===== config.mk =====
export PLATFORM = sky130hd
export DESIGN_NAME = branch_target_predictor
export DESIGN_NICKNAME = d
export VERILOG_FILES = /design/src/rtl/branch_target_predictor.sv
export SDC_FILE = /design/constraint.sdc
export NUM_CORES = 2
export LEC_CHECK = 0
export ABC_AREA = 1
export CAP_MARGIN = 20
export CORE_MARGIN = 10
export CORE_UTILIZATION = 48
export DETAILED_ROUTE_END_ITERATION = 7
export HOLD_SLACK_MARGIN = 0.06
export PLACE_DENSITY = 0.77
export SYNTH_ARGS = -nofsm -noshare
export SYNTH_HDL_FRONTEND = slang
export SYNTH_SLANG_ARGS = --single-unit

===== constraint.sdc =====
create_clock -name clk -period 5.05 [get_ports clk]
set_input_delay 1.515 -clock clk [delete_from_list [all_inputs] [get_ports clk]]
set_output_delay 1.515 -clock clk [all_outputs]
set_load 0.01 [all_outputs]

===== src/rtl/branch_target_predictor.sv =====
// ----------------------------------------------------------------------------
// branch_target_predictor
//
// Direct-mapped branch target buffer with saturating direction counters. It
// sits beside the IF-stage program counter and predicts the next fetch address
// every cycle. It is trained by branches and jumps resolved in EX. The same
// block flags EX-stage mispredicts and keeps two saturating statistics
// counters.
//
// Parameters:
//   XLEN     datapath / address width
//   ENTRIES  table entries (power of two, >= 2)
//   CTR_W    direction counter width (>= 2)
//
// Ports:
//   clk, rst                 clock, synchronous active-high reset
//   if_pc                    current fetch address (lookup, combinational)
//   pred_taken, pred_next_pc prediction for the fetch address
//   upd_valid, upd_pc, upd_is_jump, upd_taken, upd_target
//                            resolved branch/jump from EX (training)
//   upd_pred_taken, upd_pred_target
//                            prediction made at fetch, carried down the pipe
//   mispredict, redirect_pc  flush request and correct next PC (combinational)
//   stat_updates             saturating count of upd_valid cycles
//   stat_mispredicts         saturating count of mispredict cycles
// ----------------------------------------------------------------------------
module branch_target_predictor #(
    parameter int XLEN    = 32,
    parameter int ENTRIES = 16,
    parameter int CTR_W   = 2
) (
    input  logic            clk,
    input  logic            rst,
    input  logic [XLEN-1:0] if_pc,
    output logic            pred_taken,
    output logic [XLEN-1:0] pred_next_pc,
    input  logic            upd_valid,
    input  logic [XLEN-1:0] upd_pc,
    input  logic            upd_is_jump,
    input  logic            upd_taken,
    input  logic [XLEN-1:0] upd_target,
    input  logic            upd_pred_taken,
    input  logic [XLEN-1:0] upd_pred_target,
    output logic            mispredict,
    output logic [XLEN-1:0] redirect_pc,
    output logic [31:0]     stat_updates,
    output logic [31:0]     stat_mispredicts
);

    localparam int IDX_W = $clog2(ENTRIES);
    localparam int TAG_W = XLEN - IDX_W - 2;

    localparam logic [CTR_W-1:0] CTR_MAX     = '1;
    localparam logic [CTR_W-1:0] CTR_MIN     = '0;
    localparam logic [CTR_W-1:0] CTR_WEAK_T  = {1'b1, {(CTR_W-1){1'b0}}};
    localparam logic [CTR_W-1:0] CTR_WEAK_NT = {1'b0, {(CTR_W-1){1'b1}}};

    // Table state, one element per entry.
    logic             valid_q  [ENTRIES];
    logic [TAG_W-1:0] tag_q    [ENTRIES];
    logic [XLEN-1:0]  target_q [ENTRIES];
    logic [CTR_W-1:0] ctr_q    [ENTRIES];

    // Address split; pc[1:0] takes no part in indexing or tagging.
    logic [IDX_W-1:0] lk_idx, upd_idx;
    logic [TAG_W-1:0] lk_tag, upd_tag;
    logic             lk_hit, upd_hit;
    logic [CTR_W-1:0] ctr_next;
    logic [3:0]       unused_pc_bits;

    assign lk_idx  = if_pc[IDX_W+1:2];
    assign lk_tag  = if_pc[XLEN-1:IDX_W+2];
    assign upd_idx = upd_pc[IDX_W+1:2];
    assign upd_tag = upd_pc[XLEN-1:IDX_W+2];
    assign unused_pc_bits = {if_pc[1:0], upd_pc[1:0]};

    // ------------------------------------------------------------------
    // Lookup: purely combinational, reads the pre-update table contents.
    // ------------------------------------------------------------------
    assign lk_hit       = valid_q[lk_idx] && (tag_q[lk_idx] == lk_tag);
    assign pred_taken   = lk_hit && ctr_q[lk_idx][CTR_W-1];
    assign pred_next_pc = pred_taken ? target_q[lk_idx] : if_pc + XLEN'(4);

    // ------------------------------------------------------------------
    // EX-stage resolution.
    // ------------------------------------------------------------------
    assign mispredict  = upd_valid &&
                         ((upd_pred_taken != upd_taken) ||
                          (upd_taken && (upd_pred_target != upd_target)));
    assign redirect_pc = upd_taken ? upd_target : upd_pc + XLEN'(4);

    assign upd_hit = valid_q[upd_idx] && (tag_q[upd_idx] == upd_tag);

    // Counter value written on an update. A miss only writes when taken, so
    // the allocation value is chosen here too.
    // NOTE: every always_comb output gets a default first, so no path leaves
    // it unassigned and no latch is inferred.
    always_comb begin
        ctr_next = ctr_q[upd_idx];
        if (!upd_hit) begin
            ctr_next = upd_is_jump ? CTR_MAX : CTR_WEAK_T;
        end else if (upd_is_jump) begin
            ctr_next = CTR_MAX;
        end else if (upd_taken) begin
            if (ctr_q[upd_idx] != CTR_MAX) ctr_next = ctr_q[upd_idx] + 1'b1;
        end else begin
            if (ctr_q[upd_idx] != CTR_MIN) ctr_next = ctr_q[upd_idx] - 1'b1;
        end
    end

    // ------------------------------------------------------------------
    // Training and statistics. Reset wins over a same-cycle update.
    // ------------------------------------------------------------------
    // NOTE: sequential state uses non-blocking assignments so every register
    // samples pre-edge values, independent of statement order.
    always_ff @(posedge clk) begin
        if (rst) begin
            // NOTE: the table is small and every entry's valid bit and
            // counter has a defined reset value, so it is built from
            // resettable flops rather than a RAM macro.
            for (int i = 0; i < ENTRIES; i++) begin
                valid_q[i]  <= 1'b0;
                tag_q[i]    <= '0;
                target_q[i] <= '0;
                ctr_q[i]    <= CTR_WEAK_NT;
            end
            stat_updates     <= '0;
            stat_mispredicts <= '0;
        end else begin
            if (upd_valid) begin
                if (upd_hit) begin
                    ctr_q[upd_idx] <= ctr_next;
                    if (upd_taken) target_q[upd_idx] <= upd_target;
                end else if (upd_taken) begin
                    valid_q[upd_idx]  <= 1'b1;
                    tag_q[upd_idx]    <= upd_tag;
                    target_q[upd_idx] <= upd_target;
                    ctr_q[upd_idx]    <= ctr_next;
                end
                if (stat_updates != 32'hFFFF_FFFF)
                    stat_updates <= stat_updates + 32'd1;
            end
            if (mispredict && (stat_mispredicts != 32'hFFFF_FFFF))
                stat_mispredicts <= stat_mispredicts + 32'd1;
        end
    end

endmodule


==> reports/results.md <==
Place
- half-perimeter wire length of the detailed placement result: 159 mm
- post-place setup slack: -1.46 ns
- total cell area at the placement stage: 0.0654 mm²
- final estimated routing congestion in global placement: 1.01
- Placed Cells incl. Taps: 8817
- count of port buffers added during placement: 263

GRT
- total routing usage reported by global routing: 0.343
- global route hottest layer: met2
- global routing met3 resource utilization: 0.107
- number of global-route vias before repair: 52100
- gr ovfl total: 0
- wire length of the first global-routing pass: 336 mm
- maximum number of pins on one net before global-route repair: 166
- met2 routing resource usage after global routing: 0.507
- antenna violations before repair: 8
- met1 track utilization from global routing: 0.442

Setup path
- crit-path cells: buf_16, buf_12, buf_4, o21ai_0, nand2_2, nand2_1, nand2_1, inv_1, nand2_1, nand2_1, buf_4, nand2_1, nor3_2, nand2_1, nor2_4, buf_6, buf_12, nand3_2, nand2_1, inv_1, buf_2
- Most common cell on crit path: sky130_fd_sc_hd__nand2_1
- minimum setup slack among reg-to-reg paths: 1.55 ns
- CP Data Required Time: 3.54 ns
- type of destination of the critical path: output pin
- critical register-to-register path startpoint: tag_q[8][16]
- Critical Setup Path Class: in -> out
- Worst setup startpoint: if_pc[2]
- number of cells on the critical path: 21
- Critical path buffers and inverters: 9
- reg-to-reg endpoint: tag_q[3][13]
- endpoint of the worst setup timing path: pred_next_pc[16]
- cell class contributing the biggest share of worst-path delay: simple AND/OR/NAND/NOR gates
- element type at the critical path start: primary input
- CP Data Arrival Time: 4.06 ns
- slowest library cell on the worst path: sky130_fd_sc_hd__o21ai_0
- crit-path max cell delay: 0.24 ns
- highest net fanout along the worst path: 14
- R2R cell count: 19

Power
- Peak supply drop: 0.000307 V
- static leakage: 29.6 nW
- power density over the cells: 307 mW/mm²
- power after layout: 21.8 mW

Clock tree
- total clock buffers created by CTS: 114
- CTS HTree Levels: 3
- number of buffers between clock root and the deepest sink: 3
- quantity of hold-fixing buffers added after cts: 0
- clock transition at the registers of the reported paths: 0.06 ns
- clock sink count: 1040
- clock tree from TritonCTS: yes
- Root Buffer Master: sky130_fd_sc_hd__clkbuf_16
- clock insertion delay at the later pin of the skew report: 0.76 ns

Logic synthesis
- dominant synthesized flop cell: sky130_fd_sc_hd__edfxtp_1
- number of nets in the synthesized netlist: 6903
- synthesized area per cell: 8.25 µm²
- total of flip-flops plus latches after synthesis: 1040
- library cell with the highest instance count after synthesis: sky130_fd_sc_hd__nor2_1
- library cell occupying the most area in the post-synthesis netlist: sky130_fd_sc_hd__edfxtp_1
- post-synthesis instance area: 0.0558 mm²
- part of the Yosys area used for sequential elements: 0.546
- main area contributors after synthesis: sky130_fd_sc_hd__edfxtp_1, sky130_fd_sc_hd__nor2_1, sky130_fd_sc_hd__nand2_1
- post-synthesis cell count: 6762
- commonest cells in the synthesized netlist: sky130_fd_sc_hd__nor2_1, sky130_fd_sc_hd__nand2_1, sky130_fd_sc_hd__edfxtp_1
- Warnings, synthesis: 0
- proportion of synthesized flip-flops having asynchronous set or reset: 0
- number of synthesized flops with an enable pin: 960
- share of the synthesized area in the top cell type: 0.517
- number of library cell types mapped by synthesis: 46

STA
- part of the cycle the worst path needs: 1.10
- max-slew headroom at the worst pin: 0.332
- final-report hold violation count: 0
- unrepaired setup endpoints after global routing: yes
- final setup skew: 0.0624 ns
- post-route worst setup slack: -0.523 ns
- final number of setup-violating endpoints: 42
- timing-limited maximum frequency: 179 MHz
- Pins Over Slew Limit: 0
- summed negative setup slack over all endpoints: -16.16 ns
- Post-Route Hold Slack: 0.467 ns
- final critical path time including I/O delays and setup: 5.57 ns
- worst-margin pin slew: 1.00 ns

Run
- number of maximum-capacitance violations: 0

Detailed routing
- post-DR wirelength/cell: 25.6 µm
- Post-Route WL: 233 mm
- detail-routed via count per cell: 6.00
- Post-route DRC: 2
- vias after detailed routing: 54600
- residual antenna-violating net count after detailed routing: 0
- DR iter-0 viols: 8884
- number of iterations in the first detailed-routing pass: 8

Outcome
- violated checks: DRC, setup timing
- status: finished, violations left

Final layout
- final net count: 7626
- number of cells in the finished layout apart from fillers: 9106
- number of fill cells in the layout: 9429
- post-layout instance area: 0.0711 mm²
- fraction of final layout cells sized beyond drive strength 1: 0.175
- final standard cell utilization of the core: 0.614
- growth of design area from synthesis to finish: 27.4%

Hold path
- Worst Hold Path Cells: 2
- path category of the worst min-delay check: reg -> reg
- launch point of the worst hold path: valid_q[0]

Die
- number of placed I/O pins: 264
- initial standard-cell utilization of the core: 0.482
- Die Area: 0.130 mm²
- core area: 0.116 mm²
- vertical extent of the die: 361 µm
- overall die width: 361 µm
- num rows: 125

[how the worst min path moves through the flow]
stage                 end  slack, ns
4_1_cts        valid_q[0]       0.47
6_report       valid_q[0]       0.47
3_3_place_gp   valid_q[0]       0.45
5_1_grt        valid_q[3]       0.50
3_5_place_dp   valid_q[3]       0.46
2_1_floorplan  valid_q[0]       0.44
[routing by layer]
metal,routed length [µm],part of all wire
met1,82600,0.35
met2,98800,0.42
met3,36100,0.15
met4,15600,0.067
met5,42,0.00018
[repair_timing]
action / 4_1_cts / 5_1_grt
pin swaps: 122 / 69
setup endpoints to repair: 62 / 877
setup buffers: 57 / 12
hold endpoints to repair: 0 / 0
gates resized for setup: 545 / 129
cloned: 11 / 2
[report_power, final]
part           switching [mW]  internal (mW)
Clock                    3.67           4.85
Combinational            2.20           1.16
Sequential              0.149           9.82
[state kept, by name, summed over array words and instances, names as in the netlist]
name and flops:
ctr_q 32, target_q 512, stat_mispredicts 32, tag_q 416, stat_updates 32, valid_q 16
[worst register-to-register path: stages, from the launching register on]
cell                       delay [ns]
sky130_fd_sc_hd__edfxtp_1        0.40
sky130_fd_sc_hd__nor2_1          0.11
sky130_fd_sc_hd__nor2_1          0.05
sky130_fd_sc_hd__nand2_1         0.06
sky130_fd_sc_hd__o21ai_0         0.08
sky130_fd_sc_hd__buf_4           0.14
sky130_fd_sc_hd__nand2_1         0.05
sky130_fd_sc_hd__nand2_1         0.20
sky130_fd_sc_hd__nor2_1          0.21
sky130_fd_sc_hd__nand2_1         0.08
sky130_fd_sc_hd__nand2_1         0.19
sky130_fd_sc_hd__nand2_1         0.08
sky130_fd_sc_hd__nor2_1          0.11
sky130_fd_sc_hd__nand2_1         0.15
sky130_fd_sc_hd__nor2_2          0.20
sky130_fd_sc_hd__inv_2           0.24
sky130_fd_sc_hd__buf_12          0.23
sky130_fd_sc_hd__o21bai_4        0.21
sky130_fd_sc_hd__nand2_1         0.12
sky130_fd_sc_hd__buf_4           0.32
[layout by cell type (no fill, tap or decap), types with 43 or more instances in the layout]
cell and n:
sky130_fd_sc_hd__xor2_1 68, sky130_fd_sc_hd__clkbuf_16 116, sky130_fd_sc_hd__o211ai_1 75, sky130_fd_sc_hd__clkinv_1 65
sky130_fd_sc_hd__edfxtp_1 960, sky130_fd_sc_hd__inv_1 523, sky130_fd_sc_hd__o221ai_1 43, sky130_fd_sc_hd__nand2_2 91
sky130_fd_sc_hd__nor2_1 1487, sky130_fd_sc_hd__buf_6 48, sky130_fd_sc_hd__a21oi_1 242, sky130_fd_sc_hd__nand2_1 1280
sky130_fd_sc_hd__o22ai_1 85, sky130_fd_sc_hd__dfxtp_1 80, sky130_fd_sc_hd__nand4_1 51, sky130_fd_sc_hd__buf_12 115
sky130_fd_sc_hd__nand3_1 329, sky130_fd_sc_hd__nor3_1 60, sky130_fd_sc_hd__buf_4 648, sky130_fd_sc_hd__clkdlybuf4s50_1 167
sky130_fd_sc_hd__o21ai_0 549
[cell type report]
| cell class | count | area (µm²) | share of cell area |
|---|---|---|---|
| clock inverters | 70 | 811 | 0.0114 |
| multi-input cells | 4649 | 22100 | 0.311 |
| clock buffers | 141 | 2960 | 0.0417 |
| flip-flops and latches | 1040 | 30400 | 0.428 |
| inverters | 597 | 2290 | 0.0322 |
| diodes | 2 | 5.00 | 0.0000704 |
| well taps | 1524 | 1910 | 0.0268 |
| repair buffers | 1083 | 10600 | 0.149 |
[cells by family after synthesis]
logic type / count (synthesis) / share of synthesized area
and+or+nand+nor: 3422 / 0.245
DFF: 1040 / 0.546
buffers and inverters: 1073 / 0.0777
adders and majority gates: 7 / 0.00157
xor gates and xnor gates: 91 / 0.0143
AOI/OAI and AO/OA: 1129 / 0.116
Note: power is estimated with default switching activity, not from simulation.
